===== config.mk =====
export PLATFORM = sky130hd
export DESIGN_NAME = fpalu_bist
export DESIGN_NICKNAME = d
export VERILOG_FILES = /design/src/rtl/fpalu_bist.sv
export SDC_FILE = /design/constraint.sdc
export NUM_CORES = 1
export LEC_CHECK = 0
export BUFFER_PORTS_ARGS = -buffer_cell sky130_fd_sc_hd__buf_2
export CAP_MARGIN = 25
export CORE_MARGIN = 2
export CORE_UTILIZATION = 30
export CTS_CLUSTER_DIAMETER = 40
export CTS_CLUSTER_SIZE = 20
export DETAILED_ROUTE_END_ITERATION = 8
export PLACE_DENSITY_LB_ADDON = 0.3
export SETUP_SLACK_MARGIN = 0.3
export SYNTH_ARGS = -nofsm -noshare
export SYNTH_HDL_FRONTEND = slang
export SYNTH_SLANG_ARGS = --single-unit
export TNS_END_PERCENT = 30

===== constraint.sdc =====
create_clock -name clk -period 4.9 [get_ports clk]
set_input_delay 0.98 -clock clk [delete_from_list [all_inputs] [get_ports clk]]
set_output_delay 0.98 -clock clk [all_outputs]
set_load 0.01 [all_outputs]

===== src/rtl/fpalu_bist.sv =====
// fpalu_bist -- hardware stimulus engine and signature compactor for FPALU.
//
// Streams N_VEC operand pairs into the ALU, sourced either from the fp16
// operand memories (dmem -> A, cmem -> B) or from a 32-bit Galois LFSR.
// Each pair is converted to the ALU's sign / 6-bit exponent / 22-bit
// denormal-mantissa format. Every ALU result is folded into a 32-bit MISR.
//
// Ports:
//   clk, rst          clock, asynchronous active-high reset
//   start, abort      begin a run (IDLE only) / stop a run without done
//   mode[1:0]         [1] 0=memory 1=LFSR source, [0] 0=MUL 1=ADD
//   daddr, caddr      registered memory read addresses (vector index)
//   din, cin          fp16 words read asynchronously from dmem / cmem
//   opcode            {1'b1, mode[0]} latched at start
//   alu_valid         operand registers hold a live vector
//   a_*, b_*          registered ALU operands
//   y_*               ALU result, LATENCY cycles after alu_valid
//   busy, done        run in progress / one-cycle completion pulse
//   vec_count         results captured in this run
//   signature         MISR value, holds after the run
module fpalu_bist #(
    parameter int          ADDR_W  = 9,
    parameter int          N_VEC   = 200,
    parameter int          LATENCY = 2,
    parameter logic [31:0] SEED    = 32'hACE1_2021
) (
    input  logic              clk,
    input  logic              rst,
    input  logic              start,
    input  logic              abort,
    input  logic [1:0]        mode,
    output logic [ADDR_W-1:0] daddr,
    output logic [ADDR_W-1:0] caddr,
    input  logic [15:0]       din,
    input  logic [15:0]       cin,
    output logic [1:0]        opcode,
    output logic              alu_valid,
    output logic              a_sgn,
    output logic [5:0]        a_exp,
    output logic [21:0]       a_man_dn,
    output logic              b_sgn,
    output logic [5:0]        b_exp,
    output logic [21:0]       b_man_dn,
    input  logic              y_sgn,
    input  logic [5:0]        y_exp,
    input  logic [21:0]       y_man_dn,
    output logic              busy,
    output logic              done,
    output logic [ADDR_W:0]   vec_count,
    output logic [31:0]       signature
);

    typedef enum logic [1:0] {
        S_IDLE,
        S_RUN,
        S_DRAIN,
        S_DONE
    } state_t;

    state_t              state_q, state_d;
    logic [ADDR_W-1:0]   idx_q;
    logic                src_lfsr_q;
    logic [31:0]         lfsr_q;
    logic                last_idx;
    logic                abort_act;
    logic                start_act;
    logic                cap_v;
    logic                pipe_busy;
    logic [28:0]         op_a, op_b;
    logic [31:0]         res;

    // Pack one operand: exponent is rebiased by +10 (mod 64), mantissa
    // choice depends on whether the ALU is adding (forced normal) or
    // multiplying.
    function automatic logic [28:0] pack_op(input logic        s,
                                            input logic [4:0]  e,
                                            input logic [21:0] man_mul,
                                            input logic [21:0] man_add,
                                            input logic        is_add);
        pack_op = {s, {1'b0, e} + 6'd10, is_add ? man_add : man_mul};
    endfunction

    // Galois LFSR, right shift, taps 32'h80200003.
    function automatic logic [31:0] lfsr_step(input logic [31:0] x);
        lfsr_step = x[0] ? ((x >> 1) ^ 32'h8020_0003) : (x >> 1);
    endfunction

    // MISR update with the CRC-32 polynomial.
    function automatic logic [31:0] misr_next(input logic [31:0] sig,
                                              input logic [31:0] d);
        misr_next = ({sig[30:0], 1'b0} ^ (sig[31] ? 32'h04C1_1DB7 : 32'h0)) ^ d;
    endfunction

    assign last_idx  = (idx_q == ADDR_W'(N_VEC - 1));
    assign abort_act = abort && (state_q != S_IDLE);
    assign start_act = start && (state_q == S_IDLE);
    assign daddr     = idx_q;
    assign caddr     = idx_q;
    assign busy      = (state_q != S_IDLE);
    assign done      = (state_q == S_DONE);
    assign res       = {3'b000, y_sgn, y_exp, y_man_dn};

    // Operand conversion. The B word from the LFSR is the half-swapped
    // state r = {lfsr[15:0], lfsr[31:16]}, so r[28] = lfsr[12],
    // r[26:22] = lfsr[10:6], r[21:0] = {lfsr[5:0], lfsr[31:16]}.
    always_comb begin
        op_a = '0;
        op_b = '0;
        if (src_lfsr_q) begin
            op_a = pack_op(lfsr_q[28], lfsr_q[26:22], lfsr_q[21:0],
                           {1'b1, lfsr_q[20:0]}, opcode[0]);
            op_b = pack_op(lfsr_q[12], lfsr_q[10:6], {lfsr_q[5:0], lfsr_q[31:16]},
                           {1'b1, lfsr_q[4:0], lfsr_q[31:16]}, opcode[0]);
        end else begin
            op_a = pack_op(din[15], din[14:10], {12'b0, din[9:0]},
                           {1'b1, 11'b0, din[9:0]}, opcode[0]);
            op_b = pack_op(cin[15], cin[14:10], {12'b0, cin[9:0]},
                           {1'b1, 11'b0, cin[9:0]}, opcode[0]);
        end
    end

    // Delayed valid: the result of a vector whose operands are live in
    // cycle c is sampled at the end of cycle c+LATENCY-1, so LATENCY-1
    // register stages follow alu_valid.
    generate
        if (LATENCY > 1) begin : g_vld
            localparam int VW = LATENCY - 1;
            logic [VW-1:0] vld_p;
            always_ff @(posedge clk or posedge rst) begin
                if (rst) begin
                    vld_p <= '0;
                end else if (start_act || abort_act) begin
                    vld_p <= '0;
                end else begin
                    vld_p <= VW'({vld_p, alu_valid});
                end
            end
            assign cap_v     = vld_p[VW-1];
            assign pipe_busy = alu_valid | (|vld_p);
        end else begin : g_novld
            assign cap_v     = alu_valid;
            assign pipe_busy = alu_valid;
        end
    endgenerate

    always_ff @(posedge clk or posedge rst) begin
        if (rst) begin
            state_q <= S_IDLE;
        end else begin
            state_q <= state_d;
        end
    end

    always_comb begin
        state_d = state_q;
        unique case (state_q)
            S_IDLE:  if (start) state_d = S_RUN;
            S_RUN: begin
                if (abort)         state_d = S_IDLE;
                else if (last_idx) state_d = S_DRAIN;
            end
            S_DRAIN: begin
                if (abort)           state_d = S_IDLE;
                else if (!pipe_busy) state_d = S_DONE;
            end
            S_DONE:  state_d = S_IDLE;
            default: state_d = S_IDLE;
        endcase
    end

    // Stage p0 -> p1: address/LFSR drive the operand registers; results
    // are compacted into the MISR as their delayed valid arrives.
    always_ff @(posedge clk or posedge rst) begin
        if (rst) begin
            idx_q      <= '0;
            src_lfsr_q <= 1'b0;
            opcode     <= 2'b00;
            lfsr_q     <= SEED;
            alu_valid  <= 1'b0;
            a_sgn      <= 1'b0;
            a_exp      <= '0;
            a_man_dn   <= '0;
            b_sgn      <= 1'b0;
            b_exp      <= '0;
            b_man_dn   <= '0;
            vec_count  <= '0;
            signature  <= '0;
        end else if (start_act) begin
            idx_q      <= '0;
            src_lfsr_q <= mode[1];
            opcode     <= {1'b1, mode[0]};
            lfsr_q     <= SEED;
            alu_valid  <= 1'b0;
            vec_count  <= '0;
            signature  <= '0;
        end else if (abort_act) begin
            alu_valid <= 1'b0;
        end else begin
            if (state_q == S_RUN) begin
                {a_sgn, a_exp, a_man_dn} <= op_a;
                {b_sgn, b_exp, b_man_dn} <= op_b;
                alu_valid                <= 1'b1;
                lfsr_q                   <= lfsr_step(lfsr_q);
                if (!last_idx) idx_q <= idx_q + 1'b1;
            end else begin
                alu_valid <= 1'b0;
            end
            if (cap_v) begin
                signature <= misr_next(signature, res);
                vec_count <= vec_count + 1'b1;
            end
        end
    end

endmodule

==> flow_metrics.tcl <==
set metrics [dict create \
    cpMaxStageDelayCell "dfrtp_1" \
    min_path_type "register to register" \
    cp-end-kind "primary output" \
    ys_seq_elements 148 \
    r2r_start "state_q[0]" \
    ir_drop_v 0.000195 \
    period_needed_ps 2560 \
    cp.arrival_ps 1580 \
    fp.dieArea_sq_um 23700 \
    min_period_over_period_pct 52.3 \
    fin_skew_ps 8.58 \
    placedCellCount 1077 \
    firstDrtPassIters 4 \
    core_sq_um 22000 \
    cpLargestDelayFamily "flip-flops" \
    yosysSeqAreaShare_pct 55.0 \
    grt_pass1_vias 5151 \
    cts-root-buf "clkbuf_16" \
    setup_viol_count_final 0 \
    max_slew_margin_pct 40.2 \
    critPathKind "register to primary output" \
    grtUsageMet3_pct 4.93 \
    synth.area.top_cells "dfrtp_1 (51%), nand2_1 (7.4%), xnor2_1 (6.9%)" \
    drcViolationCount 0 \
    synth.yosys.warnings 0 \
    worstHoldStart "opcode[1]" \
    synth_edf_count 0 \
    cts_tree "yes" \
    timing.rr.end "caddr[5]" \
    synth_area_per_cell_sq_um 10.3 \
    critPathMaxStageDelay_ps 900 \
    synthFlopType "dfrtp_1" \
    grt_max_degree 76 \
    busiest_layer "met2" \
    yosysUniqueCellTypes 44 \
    whs_endpoint "opcode[1]" \
    synth_cells 656 \
    cts_buffers 17 \
    wl_um 17800 \
    fp.dieW_um 154 \
    grtUsageTotal_pct 15.5 \
    pre_cts_slack_ps 1920 \
    num_vias 5234 \
    tightest_slew_ps 897 \
    cp_num_buf_inv 1 \
    netlist.area_leader.share_pct 50.7 \
    hold_viol 0 \
    num-nets-final 888 \
    clock_latency_ps 420 \
    synth_top_cell_by_area "dfrtp_1" \
    layout_setup_ws_ps 2340 \
    syn_area_sq_um 6760 \
    outcome "completed" \
    cts_setup_buffers 0 \
    crit_fanout 16 \
    start_util_pct 30.8 \
    io_buffers 189 \
    hold_buffers 0 \
    reg2reg_depth 5 \
    syn_nets 727 \
    syn_to_final_growth_pct 25.0 \
    drive_gt1_share_pct 31.0 \
    cp.required_ps 3920 \
    rsz0062_at_grt "no" \
    cts_max_path_buffers 2 \
    wl_per_cell_um 16.0 \
    min_path_cells 1 \
    place_congestion 0.757 \
    clk_pin_slew_worst_paths_ps 60 \
    cap_violations 0 \
    drt_iter0_drc 260 \
    startpoint_type "register" \
    use_met1_pct 21.1 \
    dieHeight_um 154 \
    leakage_nw 4.15 \
    vias_per_cell 4.71 \
    met2_usage_pct 23.4 \
    powerDensity_nw_per_um2 616 \
    r2r_setup_slack_ps 2470 \
    drv_slew 0 \
    htree_levels 4 \
    yosysMostFrequentCell "dfrtp_1" \
    synth_commonest_cells "dfrtp_1 (137), nand2_1 (133), xnor2_1 (53)" \
    hpwl_um 12200 \
    grt_overflow_total 0 \
    num_rows 54 \
    crit_chain "buf_2" \
    stdcell_count 1111 \
    cts_resized 0 \
    io_pins 190 \
    cts.sinks 148 \
    synthArstFlopShare_pct 100 \
    grt_pass1_wl_um 29000 \
    ant_nets 0 \
    tns_ps 0 \
    fmax_mhz 390 \
    fillers 2230 \
    antenna_found_initial 1 \
]
==> routing by layer <==
layer  up-vias  part of all wire, %
li1       2554                    -
met1      2550                   47
met2       114                   46
met3        16                  5.5
met4         0                  1.5
met5         -                    0
==> power by group <==
group / total, mW / leakage (nW) / internal [mW] / switching, mW
logic: 1.81 / 1.94 / 0.786 / 1.02
registers: 2.11 / 1.93 / 1.68 / 0.428
clock network: 1.29 / 0.279 / 0.729 / 0.564
total: 5.21 / 4.15 / 3.19 / 2.01
==> worst max-delay path by stage <==
stage / cells past startpoint / slack, ps / end / start
3_3_place_gp: 6 / 1830 / caddr[5] / abort
4_1_cts: 1 / 2290 / signature[31] / signature[31]
5_1_grt: 6 / 2170 / caddr[4] / abort
6_report: 1 / 2340 / signature[31] / signature[31]
2_1_floorplan: 1 / 2070 / a_exp[0] / rst
3_5_place_dp: 6 / 1920 / caddr[5] / abort
==> cells by family after synthesis <==
group | share of synthesized area [%]
compound gates | 12.3
buf+inv | 4.54
xor+xnor | 7.65
flops | 55.0
simple gates | 14.8
mux | 4.96
fa+ha+maj | 0.741
==> flip-flops by register name, summed over array words and instances (netlist names), 2 cells and up <==
| name | flops |
|---|---|
| b_man_dn | 22 |
| caddr | 9 |
| b_exp | 6 |
| signature | 32 |
| a_exp | 6 |
| lfsr_q | 32 |
| opcode | 2 |
| a_man_dn | 22 |
| vec_count | 10 |
| state_q | 2 |
==> through the flow <==
step / area (sq um) / hold slack [ps] / util, % / power, mW
after floorplan: 6760 / 488 / - / 3.27
after CTS: 8440 / 474 / 38.4 / 5.28
after global routing: 8450 / 485 / 38.5 / 5.62
final: 8450 / 465 / 38.5 / 5.21
after global placement: 7840 / 447 / 35.7 / 3.93
after detailed placement: 7860 / 452 / 35.8 / 3.97
==> placed cells by master (no fill, tap or decap), types with 3 or more instances in the layout <==
cell	count
dfrtp_1	136
and2_1	3
clkbuf_16	17
o21ai_0	37
a22o_1	20
buf_4	6
nand3_1	29
or4_1	3
and3_1	5
nor2_1	33
o31ai_1	5
clkinvlp_4	4
o22a_1	10
nand4_1	5
nand2_1	133
dfstp_2	11
a211oi_1	16
xor2_1	6
xnor2_1	53
mux2i_1	29
ha_1	4
mux2_2	4
a21oi_1	29
buf_2	189
inv_6	6
==> layout make-up <==
class | instances | area [sq um] | area share [%]
repair buffers | 197 | 1030 | 12.2
multi-input cells | 448 | 2740 | 32.5
inverters | 5 | 23.8 | 0.281
diodes | 1 | 2.50 | 0.0296
well taps | 280 | 350 | 4.15
clock inverters | 14 | 141 | 1.67
clock buffers | 18 | 439 | 5.20
flip-flops and latches | 148 | 3720 | 44.0
No activity file was read; power rests on OpenSTA's default activity.
